`config.mk`:
```
export PLATFORM = sky130hd
export DESIGN_NAME = ppg_pipe_reg
export DESIGN_NICKNAME = d
export VERILOG_FILES = /design/src/rtl/ppg_pipe_reg.sv
export SDC_FILE = /design/constraint.sdc
export NUM_CORES = 2
export LEC_CHECK = 0
export ABC_AREA = 1
export BUFFER_PORTS_ARGS = -buffer_cell sky130_fd_sc_hd__buf_4
export CAP_MARGIN = 20
export CORE_AREA = 2 2 414 416
export DETAILED_ROUTE_END_ITERATION = 16
export DIE_AREA = 0 0 416 418
export GPL_ROUTABILITY_DRIVEN = 1
export PLACE_DENSITY_LB_ADDON = 0.15
export SYNTH_ARGS = -nofsm -noshare
export SYNTH_HDL_FRONTEND = slang
export SYNTH_SLANG_ARGS = --single-unit
```
`constraint.sdc`:
```
create_clock -name clk -period 3.1 [get_ports clk]
set_input_delay 0.775 -clock clk [delete_from_list [all_inputs] [get_ports clk]]
set_output_delay 0.775 -clock clk [all_outputs]
set_load 0.1 [all_outputs]
```
`src/rtl/ppg_pipe_reg.sv`:
```
// Two-entry elastic register slice for partial-product sets: a main register feeding out_pp
// and a skid register that absorbs one extra set. All outputs come straight from flops.
module ppg_pipe_reg #(
    parameter int PP_W      = 33,
    parameter int PP_N      = 16,
    parameter bit ZERO_IDLE = 1'b1
) (
    input  logic                 clk,
    input  logic                 reset,
    input  logic                 flush,
    input  logic                 in_valid,
    output logic                 in_ready,
    input  logic [PP_N*PP_W-1:0] in_pp,
    output logic                 out_valid,
    input  logic                 out_ready,
    output logic [PP_N*PP_W-1:0] out_pp,
    output logic [1:0]           occ
);

    localparam int DW = PP_N * PP_W;

    // The encoding doubles as the occupancy count, so occ is a flop output.
    typedef enum logic [1:0] {
        EMPTY = 2'd0,
        ONE   = 2'd1,
        TWO   = 2'd2
    } state_e;

    state_e        state_q;
    state_e        state_d;
    logic [DW-1:0] main_q;
    logic [DW-1:0] skid_q;
    logic          in_ready_q;
    logic          out_valid_q;

    logic in_xfer;
    logic out_xfer;
    logic load_main_in;
    logic load_main_skid;
    logic load_skid;
    logic clear_main;
    logic clear_skid;

    assign in_xfer  = in_valid & in_ready_q;
    assign out_xfer = out_valid_q & out_ready;

    // NOTE: sequential state uses non-blocking assignments so every flop samples pre-edge values.
    always_ff @(posedge clk) begin
        if (reset) begin
            state_q     <= EMPTY;
            in_ready_q  <= 1'b1;
            out_valid_q <= 1'b0;
        end else begin
            state_q     <= state_d;
            in_ready_q  <= (state_d != TWO);
            out_valid_q <= (state_d != EMPTY);
        end
    end

    // NOTE: every combinational output gets a default first, so no latch is inferred.
    always_comb begin
        state_d = state_q;
        if (flush) begin
            state_d = EMPTY;
        end else begin
            case (state_q)
                EMPTY:   if (in_xfer) state_d = ONE;
                ONE: begin
                    if (in_xfer && !out_xfer)      state_d = TWO;
                    else if (!in_xfer && out_xfer) state_d = EMPTY;
                end
                TWO:     if (out_xfer) state_d = ONE;
                default: state_d = EMPTY;
            endcase
        end
    end

    always_comb begin
        load_main_in   = 1'b0;
        load_main_skid = 1'b0;
        load_skid      = 1'b0;
        clear_main     = 1'b0;
        clear_skid     = 1'b0;
        if (flush) begin
            clear_main = ZERO_IDLE;
            clear_skid = ZERO_IDLE;
        end else begin
            case (state_q)
                EMPTY: load_main_in = in_xfer;
                ONE: begin
                    load_main_in = in_xfer & out_xfer;
                    load_skid    = in_xfer & ~out_xfer;
                    clear_main   = ZERO_IDLE & out_xfer & ~in_xfer;
                end
                TWO:     load_main_skid = out_xfer;
                default: clear_main     = 1'b0;
            endcase
        end
    end

    // NOTE: the data registers are reset too, because out_pp must read zero straight after reset.
    always_ff @(posedge clk) begin
        if (reset) begin
            main_q <= '0;
            skid_q <= '0;
        end else begin
            if (clear_main)          main_q <= '0;
            else if (load_main_in)   main_q <= in_pp;
            else if (load_main_skid) main_q <= skid_q;

            if (clear_skid)          skid_q <= '0;
            else if (load_skid)      skid_q <= in_pp;
        end
    end

    assign in_ready  = in_ready_q;
    assign out_valid = out_valid_q;
    assign out_pp    = main_q;
    assign occ       = state_q;

endmodule
```
# After elaboration in Yosys (flattened, before gate mapping)
# Cells that the tools add are included.
# totals
out_inout_bits	532
mem_bits_rw	0
memories	0
regBits	1060
latchBits	0
wordCells	41
inputBits	533
rom_bits	0
# op_classes
div_mod_pow	0
reduce_logical	9
bitwise_logic	7
mul	0
n_addsub	0
order_cmp	0
eq_ne	3
n_shift	0
mux	17
# op_table
cell	n
two-way mux 528 bit	2
two-way mux 2 bit	5
two-way mux 1 bit	8
case mux 2 bit (3 select lines)	1
AND 1 bit	5
nonzero test 2 bit	2
OR reduction 2 bit	2
equality test 2 x 1 -> 1 bit, second input constant	1
equality test 2 bit, second input constant	1
logical AND 1 bit	2
zero test 1 bit	2
zero test 2 bit	1
!= test 2 bit, second input constant	1
inverter 1 bit	2
case mux 1 bit (2 select lines)	1

# Depth between registers and ports, before layout
# logic_depth
word_depth	8
mapped_depth	10
ltp_nobuf	8

# Least setup slack after synthesis
# OpenSTA, ideal clock, no wires.
# synth_timing
kind	register -> register
start	reg in_ready_q, in the netlist in_ready
end	reg skid_q[100]
path_buffers	2
setup_slack_ns	0.841
t_arrival_ns	2.143
stages_incl_launch_ff	10
period_less_slack_ns	2.259
setup_ns	0.116
required_time_ns	2.984
cell_sequence	dfxtp_1 > nand2_1 > nor2_2 > nand3_1 > inv_2 > nand2_1 > buf_2 > clkbuf_1 > nor2_1 > nor2_1
# synth_between
elab_chain_cells	4
# synth_lines
element	line_no	rtl
start: declaration	33	logic in_ready_q;
start signal: assignment	55	in_ready_q <= (state_d != TWO);
AND 1 bit	44	assign in_xfer = in_valid & in_ready_q;
AND 1 bit	92	load_skid = in_xfer & ~out_xfer;
two-way mux 1 bit	88	case (state_q)
two-way mux 1 bit	84	if (flush) begin
end signal: assignment	112	else if (load_skid) skid_q <= in_pp;
end: declaration	32	logic [DW-1:0] skid_q;
# No other way between the ends.
# A chain may end at the register's enable or synchronous reset.

# Worst setup path in the final report
# layout_timing
start	reg main_q[159], in the netlist out_pp[159]
end	out out_pp[159]
# layout_rtl
element	line_no	rtl
start: declaration	31	logic [DW-1:0] main_q;
start signal: assignment	108	else if (load_main_in) main_q <= in_pp;
start signal: assignment	109	else if (load_main_skid) main_q <= skid_q;
end: declaration	16	output logic [PP_N*PP_W-1:0] out_pp,
# No word-level cell between the ends.

==> summary.txt <==
Logic synthesis
  • EDFF count, synth: 0
  • Most frequent cell after synthesis: sky130_fd_sc_hd__nor2_1
  • Netlist area before placement: 48800 sq um
  • Dominant synthesized flop cell: sky130_fd_sc_hd__dfxtp_1
  • Synth Instances: 7422
  • Mean cell area of the mapped netlist: 6.58 sq um
  • Synth top area cells: sky130_fd_sc_hd__dfxtp_1, sky130_fd_sc_hd__nor2_1, sky130_fd_sc_hd__nand2_1
  • Commonest cells post-synth: sky130_fd_sc_hd__nor2_1, sky130_fd_sc_hd__nand2_1, sky130_fd_sc_hd__dfxtp_1
  • Top-area cell type share of the netlist area: 43.5%
  • Sequential fraction of the synthesis area: 43.5%
  • Synth warn: 0
  • Cell variety after synth: 19
  • Synthesis-stage register bit count: 1060
  • Synth area leader: sky130_fd_sc_hd__dfxtp_1
  • Post-Synthesis Net Count: 7955
  • Asr flop ratio synth: 0%

Detailed routing
  • Post-route ant nets: 0
  • Vias per cell: 4.48
  • DRC violation count after routing: 0
  • Via count: 47300
  • DRT Wirelength: 191000 microns
  • Detailed Routing Iterations Pass 1: 6
  • Starting DRC count in detailed routing: 3162
  • WL per Instance: 18.1 microns

Clock tree
  • Number of sinks on the clock net: 1060
  • Clock tree from TritonCTS: yes
  • Number of buffers on the longest clock path: 3
  • Library cell used as clock root buffer: sky130_fd_sc_hd__clkbuf_16
  • Insertion delay of the later-clocked pin in the worst-skew pair: 0.77 ns
  • Clock-pin transition on the worst setup and hold timing paths: 0.06 ns
  • Post_cts resized: 0
  • Number of buffers inserted during clock tree synthesis: 132
  • Post-CTS setup repair buffer count: 0
  • CTS hold repair buffers: 0
  • H-tree Lvls: 4

GRT
  • Wire length of the first global-routing pass: 282000 microns
  • All-Layer GR Usage: 21.0%
  • Largest net degree at the start of global routing: 161
  • Via count of the first global-routing pass: 43100
  • Number of antenna violations at the first check in global routing: 30
  • Global-route congestion overflow total: 0

Worst setup path
  • Worst path cell trace: buf_4
  • Kind of capture point of the worst setup path: output pin
  • Critical path depth in cells: 1
  • Critical Path RT: 2.32 ns
  • Largest driver fanout on the critical path: 2
  • Reg-to-reg endpoint: out_pp[479]
  • Combined buffer and inverter count along the critical path: 1
  • Slowest CP cell: sky130_fd_sc_hd__dfxtp_1
  • Data arrival time of the worst path: 1.63 ns
  • Worst flop-to-flop path startpoint: occ[1]
  • Number of cell instances on the worst register-to-register path: 8
  • Crit path kind: flop to output pin
  • Setup crit start kind: flop
  • Top cell family by delay on the critical path: flip-flops
  • Setup slack of the worst register-to-register path: 0.82 ns
  • Biggest cell delay along the critical path: 0.52 ns
  • End point of the critical path: out_pp[159]
  • Worst setup path start: out_pp[159]

Floorplan
  • Die footprint: 174000 sq um
  • FP Rows: 151
  • Standard cell core area: 169000 sq um
  • Die Height: 418 microns
  • I/O pin total: 1065
  • Starting Density: 28.9%
  • Die width: 416 microns

Place
  • Final weighted congestion in routability-driven placement: 0.855
  • DP Wirelength: 128000 microns
  • Placement Setup Slack: 0.365 ns
  • Count of input and output buffers: 1064

Final layout
  • Synthesis-to-layout area growth: 29.1%
  • Layout cells sized above 1: 16.9%
  • Multi-input gate area: 22600 sq um
  • Final-layout fill cell count: 18100
  • Seq. cell area: 21200 sq um
  • Final nets: 8762

Timing
  • Achievable clock frequency: 415 MHz
  • RSZ-0062 raised after global routing: no
  • Max-Slew Margin vs Limit: 31.7%
  • Pin slew with the least headroom to its limit: 1.02 ns
  • Worst setup slack after layout: 0.690 ns
  • Final worst-path cycle share: 77.7%
  • Final Skew: 0.0277 ns
  • Final TNS setup: 0 ns
  • Number of endpoints with negative hold slack in the final report: 0
  • Final setup violating endpoints: 0
  • Clock period minus worst slack: 2.41 ns
  • Final max-slew violation count: 0

Power and ir drop
  • Max IR drop VDD: 522 uV
  • Sw Share: 29.8%
  • Net Sw Power: 10.6 mW
  • Logic pwr share: 15.2%
  • Sequential share of power: 39.9%
  • P per Cell Area: 565 nW/um^2
  • Cell internal pwr: 25.0 mW
  • Clock group share of total power: 44.9%
  • Leakage power of the design: 31.4 nW

Status
  • Run status: finished, final reports clean

Flow run
  • Number of max-capacitance violations reported: 0

Worst hold path
  • Worst hold path type: input port to flop
==> cell usage in the layout (no fill, tap or decap) <==
master | Yosys | routed
sky130_fd_sc_hd__nor2_1 | 2643 | 2643
sky130_fd_sc_hd__nand2_1 | 1594 | 1593
sky130_fd_sc_hd__buf_4 | 5 | 1130
sky130_fd_sc_hd__dfxtp_1 | 1060 | 1060
sky130_fd_sc_hd__inv_1 | 532 | 532
sky130_fd_sc_hd__nand3b_1 | 528 | 528
sky130_fd_sc_hd__o21ai_0 | 527 | 527
sky130_fd_sc_hd__clkbuf_16 | 0 | 135
sky130_fd_sc_hd__buf_12 | 0 | 67
sky130_fd_sc_hd__clkbuf_8 | 0 | 32
sky130_fd_sc_hd__clkbuf_1 | 150 | 32
sky130_fd_sc_hd__diode_2 | 0 | 17
sky130_fd_sc_hd__clkinv_2 | 0 | 14
sky130_fd_sc_hd__bufinv_16 | 0 | 7
sky130_fd_sc_hd__clkinv_8 | 0 | 6
sky130_fd_sc_hd__clkinv_16 | 0 | 4
sky130_fd_sc_hd__clkinvlp_4 | 0 | 3
sky130_fd_sc_hd__nand2_8 | 0 | 2
sky130_fd_sc_hd__nand3_1 | 3 | 2
sky130_fd_sc_hd__inv_8 | 0 | 2
sky130_fd_sc_hd__o21ai_1 | 2 | 2
sky130_fd_sc_hd__inv_6 | 0 | 2
sky130_fd_sc_hd__nor2_2 | 2 | 1
sky130_fd_sc_hd__nand2_2 | 2 | 1
sky130_fd_sc_hd__inv_2 | 3 | 1
sky130_fd_sc_hd__nand3_4 | 0 | 1
sky130_fd_sc_hd__nor2_4 | 0 | 1
sky130_fd_sc_hd__nand2_4 | 1 | 1
sky130_fd_sc_hd__a21oi_1 | 1 | 1
sky130_fd_sc_hd__clkinv_4 | 0 | 1
==> state kept, by name, indices dropped and copies added, names as in the netlist <==
name       cells
out_pp       528
skid_q       528
in_ready       1
out_valid      1
occ            2
==> power by group through the flow <==
stage          Clock (mW)  Sequential (mW)  Combinational [mW]
3_3_place_gp            0             14.5                5.44
5_1_grt              17.0             14.2                5.86
6_report             16.0             14.2                5.43
3_5_place_dp            0             14.5                5.45
2_1_floorplan           0             16.0                2.06
4_1_cts              16.5             14.2                5.47
==> per-layer routing <==
| layer | global-route usage [%] | vias to the layer above | share of wire, % | wire length, microns |
|---|---|---|---|---|
| li1 | - | 24200 | - | - |
| met5 | 0 | - | 0.038 | 73 |
| met4 | 8.35 | 10 | 3.4 | 6570 |
| met2 | 35.8 | 1131 | 49 | 93600 |
| met1 | 26.4 | 21700 | 43 | 82500 |
| met3 | 3.65 | 283 | 4.5 | 8680 |
==> how the worst min path moves through the flow <==
stage	to	cells after the start	startpoint	slack [ns]
after floorplan	skid_q[507]	2	skid_q[507]	0.47
after global placement	skid_q[507]	2	skid_q[507]	0.48
after detailed placement	skid_q[432]	2	skid_q[432]	0.49
after CTS	skid_q[497]	3	in_pp[497]	0.15
after global routing	skid_q[480]	3	in_pp[480]	0.19
final	skid_q[480]	3	in_pp[480]	0.24
==> final cells by class <==
cell class | count | area share, %
Antenna cell | 17 | 0.0675
Tap cell | 2218 | 4.41
Clock buffer | 199 | 6.25
Inverter | 535 | 3.21
Multi-Input combinational cell | 5303 | 35.9
Clock inverter | 37 | 0.868
Sequential cell | 1060 | 33.7
Timing Repair Buffer | 1197 | 15.6
==> cells by family (layout without fill, tap and decap cells) <==
group	Yosys count	after routing	synth area share [%]
buf+inv	1059	1968	10.3
simple gates	4773	4773	40.8
compound gates	530	530	5.43
flops	1060	1060	43.5
other cells	0	17	0
==> through the flow <==
step / utilization, % / instances / instance area (sq um) / hold WS [ns] / total power [mW]
floorplan: - / 7422 / 48800 / 0.465 / 18.1
global placement: 34.6 / 10300 / 58500 / 0.484 / 19.9
detailed placement: 34.6 / 10300 / 58500 / 0.494 / 19.9
CTS: 37.2 / 10500 / 62900 / 0.149 / 36.2
global route: 37.2 / 10600 / 63000 / 0.193 / 37.1
finish: 37.3 / 10600 / 63000 / 0.237 / 35.6
Note: power is estimated with default switching activity, not from simulation.
